--- config.mk ---
export PLATFORM = sky130hd
export DESIGN_NAME = iosys_mem_arbiter
export DESIGN_NICKNAME = d
export VERILOG_FILES = /design/src/rtl/iosys_mem_arbiter.sv
export SDC_FILE = /design/constraint.sdc
export NUM_CORES = 1
export LEC_CHECK = 0
export BUFFER_PORTS_ARGS = -buffer_cell sky130_fd_sc_hd__clkbuf_2
export CAP_MARGIN = 25
export CELL_PAD_IN_SITES_DETAIL_PLACEMENT = 2
export CELL_PAD_IN_SITES_GLOBAL_PLACEMENT = 2
export CORE_AREA = 2 2 169 121
export CTS_CLUSTER_DIAMETER = 100
export DETAILED_ROUTE_END_ITERATION = 7
export DIE_AREA = 0 0 171 123
export PLACE_DENSITY = 0.88
export SKIP_LAST_GASP = 1
export SYNTH_ARGS = -nofsm -noshare
export SYNTH_HDL_FRONTEND = slang
export SYNTH_SLANG_ARGS = --single-unit
--- constraint.sdc ---
create_clock -name clk -period 2.9 [get_ports clk]
set_input_delay 0.435 -clock clk [delete_from_list [all_inputs] [get_ports clk]]
set_output_delay 0.435 -clock clk [all_outputs]
set_load 0.02 [all_outputs]
--- src/rtl/iosys_mem_arbiter.sv ---
// Round-robin arbiter sharing one SDRAM port between a cpu and a dma requester.
// Latency: valid in IDLE at cycle 0 -> rv_valid at 1; rv_ready at k -> ready pulse at k+1; next rv_valid no earlier than k+3.
// Backpressure: requesters hold valid until ready; accesses with no rv_ready for TIMEOUT cycles are aborted.
module iosys_mem_arbiter #(
    parameter int TIMEOUT = 255
) (
    input  logic        clk,
    input  logic        resetn,
    input  logic        cpu_valid,
    output logic        cpu_ready,
    input  logic [22:0] cpu_addr,
    input  logic [31:0] cpu_wdata,
    input  logic [3:0]  cpu_wstrb,
    input  logic        dma_valid,
    output logic        dma_ready,
    input  logic [22:0] dma_addr,
    input  logic [31:0] dma_wdata,
    input  logic [3:0]  dma_wstrb,
    output logic [31:0] req_rdata,
    output logic        rv_valid,
    input  logic        rv_ready,
    output logic [22:0] rv_addr,
    output logic [31:0] rv_wdata,
    output logic [3:0]  rv_wstrb,
    input  logic [31:0] rv_rdata,
    input  logic        ram_busy,
    output logic [1:0]  grant,
    output logic        timeout_err
);

    localparam int CW = $clog2(TIMEOUT + 1);

    typedef enum logic [1:0] {
        IDLE    = 2'd0,
        ACCESS  = 2'd1,
        RECOVER = 2'd2
    } state_t;

    state_t      state_q, state_d;
    logic [1:0]  grant_q, grant_d;
    logic        last_dma_q, last_dma_d;
    logic [CW-1:0] cnt_q, cnt_d;
    logic [CW-1:0] cnt_inc;
    logic        rv_valid_q, rv_valid_d;
    logic [22:0] rv_addr_q, rv_addr_d;
    logic [31:0] rv_wdata_q, rv_wdata_d;
    logic [3:0]  rv_wstrb_q, rv_wstrb_d;
    logic [31:0] rdata_q, rdata_d;
    logic        cpu_ready_q, cpu_ready_d;
    logic        dma_ready_q, dma_ready_d;
    logic        terr_q, terr_d;
    logic        pick_dma;

    assign cnt_inc = cnt_q + 1'b1;

    always_comb begin
        state_d     = state_q;
        grant_d     = grant_q;
        last_dma_d  = last_dma_q;
        cnt_d       = cnt_q;
        rv_valid_d  = rv_valid_q;
        rv_addr_d   = rv_addr_q;
        rv_wdata_d  = rv_wdata_q;
        rv_wstrb_d  = rv_wstrb_q;
        rdata_d     = rdata_q;
        cpu_ready_d = 1'b0;
        dma_ready_d = 1'b0;
        terr_d      = terr_q;
        // dma wins only when cpu is idle or cpu was the last one served
        pick_dma    = dma_valid && (!cpu_valid || !last_dma_q);

        case (state_q)
            IDLE: begin
                if (!ram_busy && (cpu_valid || dma_valid)) begin
                    grant_d    = pick_dma ? 2'b10 : 2'b01;
                    last_dma_d = pick_dma;
                    rv_addr_d  = pick_dma ? dma_addr  : cpu_addr;
                    rv_wdata_d = pick_dma ? dma_wdata : cpu_wdata;
                    rv_wstrb_d = pick_dma ? dma_wstrb : cpu_wstrb;
                    rv_valid_d = 1'b1;
                    cnt_d      = '0;
                    state_d    = ACCESS;
                end
            end
            ACCESS: begin
                if (rv_ready) begin
                    rdata_d     = rv_rdata;
                    rv_valid_d  = 1'b0;
                    cpu_ready_d = grant_q[0];
                    dma_ready_d = grant_q[1];
                    state_d     = RECOVER;
                end else begin
                    cnt_d = cnt_inc;
                    // completion on the same cycle takes priority over the abort
                    if (cnt_inc == CW'(TIMEOUT)) begin
                        rdata_d     = 32'hFFFF_FFFF;
                        rv_valid_d  = 1'b0;
                        terr_d      = 1'b1;
                        cpu_ready_d = grant_q[0];
                        dma_ready_d = grant_q[1];
                        state_d     = RECOVER;
                    end
                end
            end
            RECOVER: begin
                grant_d = 2'b00;
                state_d = IDLE;
            end
            default: begin
                grant_d    = 2'b00;
                rv_valid_d = 1'b0;
                state_d    = IDLE;
            end
        endcase
    end

    always_ff @(posedge clk or negedge resetn) begin
        if (!resetn) begin
            state_q     <= IDLE;
            grant_q     <= 2'b00;
            last_dma_q  <= 1'b1;
            cnt_q       <= '0;
            rv_valid_q  <= 1'b0;
            rv_addr_q   <= '0;
            rv_wdata_q  <= '0;
            rv_wstrb_q  <= '0;
            rdata_q     <= '0;
            cpu_ready_q <= 1'b0;
            dma_ready_q <= 1'b0;
            terr_q      <= 1'b0;
        end else begin
            state_q     <= state_d;
            grant_q     <= grant_d;
            last_dma_q  <= last_dma_d;
            cnt_q       <= cnt_d;
            rv_valid_q  <= rv_valid_d;
            rv_addr_q   <= rv_addr_d;
            rv_wdata_q  <= rv_wdata_d;
            rv_wstrb_q  <= rv_wstrb_d;
            rdata_q     <= rdata_d;
            cpu_ready_q <= cpu_ready_d;
            dma_ready_q <= dma_ready_d;
            terr_q      <= terr_d;
        end
    end

    assign cpu_ready   = cpu_ready_q;
    assign dma_ready   = dma_ready_q;
    assign req_rdata   = rdata_q;
    assign rv_valid    = rv_valid_q;
    assign rv_addr     = rv_addr_q;
    assign rv_wdata    = rv_wdata_q;
    assign rv_wstrb    = rv_wstrb_q;
    assign grant       = grant_q;
    assign timeout_err = terr_q;

endmodule

==> impl_metrics.yaml <==
clock_network:
  cts_hold_buf: 0
  clk_path_buf_depth: 2
  postCtsSetupRepairBufs: 0
  clk_latency_ps: 350
  cts_buffers: 9
  cts_resized: 0
  cts_root_buffer: "clkbuf_16"
  cts_sinks: 108
  tritoncts: "yes"
  htreeDepth: 3
  cts.clk_slew.worst_paths_ps: 80
flow_run:
  maxCapViolations: 0
logic_synthesis:
  synth_area_um2: 4990
  async_reset_ff_share_pct: 100
  synth-edff-count: 0
  syn_inst: 486
  synth_common_cells: "dfrtp_1 (107), nand2_1 (73), nor2_1 (68), a21oi_1 (60), mux2i_1 (60)"
  yosysTopAreaCell: "dfrtp_1"
  synth.yosys.seq_area_share_pct: 54.2
  synth-warning-count: 0
  synth.distinct_cells: 43
  syn_area_per_cell_um2: 10.3
  yosysMostFrequentCell: "dfrtp_1"
  synth.top_cells.by_area: "dfrtp_1 (54%), mux2i_1 (12%), nand3_2 (6.2%), a21oi_1 (6.0%), nand2_1 (5.5%)"
  synth_seq_cells: 108
  synthFlopType: "dfrtp_1"
  synth_top_area_share_pct: 53.6
  synth_fp_nets: 644
die:
  start_util_pct: 25.6
  num_rows: 43
  core_um2: 19500
  die_y_um: 123
  io_pins: 253
  fp.dieW_um: 171
  dieArea_um2: 21000
route:
  drt-total-wl_um: 16700
  first_pass_iters: 4
  drc: 0
  dr.first_iter.drc_count: 154
  wl_per_cell_um: 16.5
  via_per_inst: 4.55
  dr_total_vias: 4594
  postRouteAntennaNets: 0
power:
  p_comb_share_pct: 40.7
  seq_power_share_pct: 39.3
  p_leak_nw: 3.61
  netSwitchingPower_mw: 2.54
  power.density_nw_per_um2: 892
  p_clk_share_pct: 20.0
  switching_share_pct: 41.4
  p_int_mw: 3.59
  ir_drop_v: 0.000295
setup_path:
  arrival_ps: 2660
  path_cells: "ha_1, nand4b_1, nor3b_1, o311ai_1, or4_1, buf_4, nand3_1"
  critPathMaxStageDelay_ps: 500
  startpoint_type: "flip-flop"
  crit_fanout: 33
  cp_slowest_cell: "dfrtp_1"
  worstSetupPathType: "flip-flop to flip-flop"
  critPathRequiredTime_ps: 3180
  crit_path_end_kind: "flip-flop"
timing:
  fin_skew_ps: 5.85
  slew_headroom_pct: 48.7
  worst_pin_slew_ps: 768
  rsz0062_at_grt: "false"
  hold_viol: 0
  fin_setup_tns_ps: 0
  max_freq_mhz: 420
  period_minus_slack_ps: 2380
  min_period_over_period_pct: 82.2
  final.setup.worst_slack_ps: 517
  maxSlewViolCount: 0
  setup_viol: 0
global_routing:
  track_usage_pct: 16.0
  antenna_found_initial: 0
  grt_overflow: 0
  grt_max_degree: 61
  grt_pass1_wl_um: 26500
  grt_pass1_vias: 5073
hold_path:
  min_path_type: "input pin to async pin"
cells_and_area:
  nets: 892
  antennaDiodeCount: 0
  areaGrowthSynthToFinish_pct: 37.8
  drive_above_1_share_pct: 43.6
  post-route-util_pct: 35.3
  fillers: 2236
outcome:
  status: "finished clean"
placed_design:
  port_buffers: 252
  hpwl_um: 13000
  place_ws_ps: 564
  place_congestion: 0.726
==> layout make-up <==
class	count	area [um2]	area share (%)
timing repair buffer	269	1420	20.6
tap	270	338	4.91
inverter	2	7.51	0.109
multi-input combinational	344	2120	30.8
clock buffer	11	253	3.67
sequential	108	2700	39.3
clock inverter	5	42.5	0.619
==> flip-flops by register name (all words and copies together) (netlist names) <==
name / cells
cnt_q: 8
cpu_ready: 1
dma_ready: 1
grant: 2
last_dma_q: 1
req_rdata: 32
rv_addr: 23
rv_valid: 1
rv_wdata: 32
rv_wstrb: 4
state_q: 2
timeout_err: 1
==> per-stage QoR <==
step / total power [mW] / hold WS, ps / std cells / instance area, um2
6_report: 6.13 / 29.0 / 1009 / 6880
5_1_grt: 6.58 / 46.3 / 1009 / 6880
4_1_cts: 6.26 / 28.4 / 1009 / 6880
3_5_place_dp: 4.99 / 420 / 993 / 6580
3_3_place_gp: 4.82 / 417 / 993 / 6580
2_1_floorplan: 3.89 / 139 / 486 / 4990
==> kinds of logic (layout without fill, tap and decap cells) <==
logic type,Yosys count,after routing,share of synthesized area [%]
buffers and inverters,34,287,3.76
adder cells (fa/ha/maj),2,2,0.501
XOR/XNOR,1,1,0.176
AND/OR/NAND/NOR,194,194,19.5
multiplexers,61,61,12.3
AO/OA/AOI/OAI,86,86,9.60
flip-flops,108,108,54.2
==> cells in the final DEF, fill, tap and decap left out, types with 3 or more instances in the layout <==
cell       instances
nand3_1            4
dfrtp_1          107
clkbuf_2         251
nand3_2           31
inv_6              3
o21ai_0           10
buf_4             16
a21oi_1           60
mux2i_1           60
clkbuf_16          9
nand2_1           73
nor2_1            68
and2_1             3
==> worst max-delay path: cells and delay by family, from the launching register on <==
| family | cells | cell delay [ps] |
|---|---|---|
| AND/OR/NAND/NOR | 4 | 990 |
| flip-flops | 1 | 500 |
| adder cells (fa/ha/maj) | 1 | 350 |
| buffers and inverters | 1 | 300 |
| AO/OA/AOI/OAI | 1 | 150 |
==> power by group through the flow <==
stage | clock network (mW) | registers, mW | logic (mW)
3_3_place_gp | 0 | 2.39 | 2.43
2_1_floorplan | 0 | 3.03 | 0.859
3_5_place_dp | 0 | 2.45 | 2.54
4_1_cts | 1.29 | 2.42 | 2.55
5_1_grt | 1.34 | 2.50 | 2.74
6_report | 1.23 | 2.41 | 2.50
==> routing by layer <==
layer | track usage (%) | share of wire [%] | vias up
met4 | 3.65 | 0.86 | 0
met1 | 19.0 | 41 | 2281
li1 | - | - | 2156
met3 | 4.87 | 7.2 | 10
met5 | 0 | 0 | -
met2 | 28.3 | 51 | 147
==> path summary, 6_finish.rpt <==
path,startpoint,depth (start not counted),to,slack (ps)
max,cnt_q[0],7,req_rdata[31],520
min,resetn,1,rv_wdata[19],30
max reg2reg,cnt_q[0],7,req_rdata[31],520
min reg2reg,timeout_err,1,timeout_err,480
max in group asynchronous,resetn,2,last_dma_q,2160
min in group clk,rv_rdata[20],3,req_rdata[20],300
Note: power is estimated with default switching activity, not from simulation.
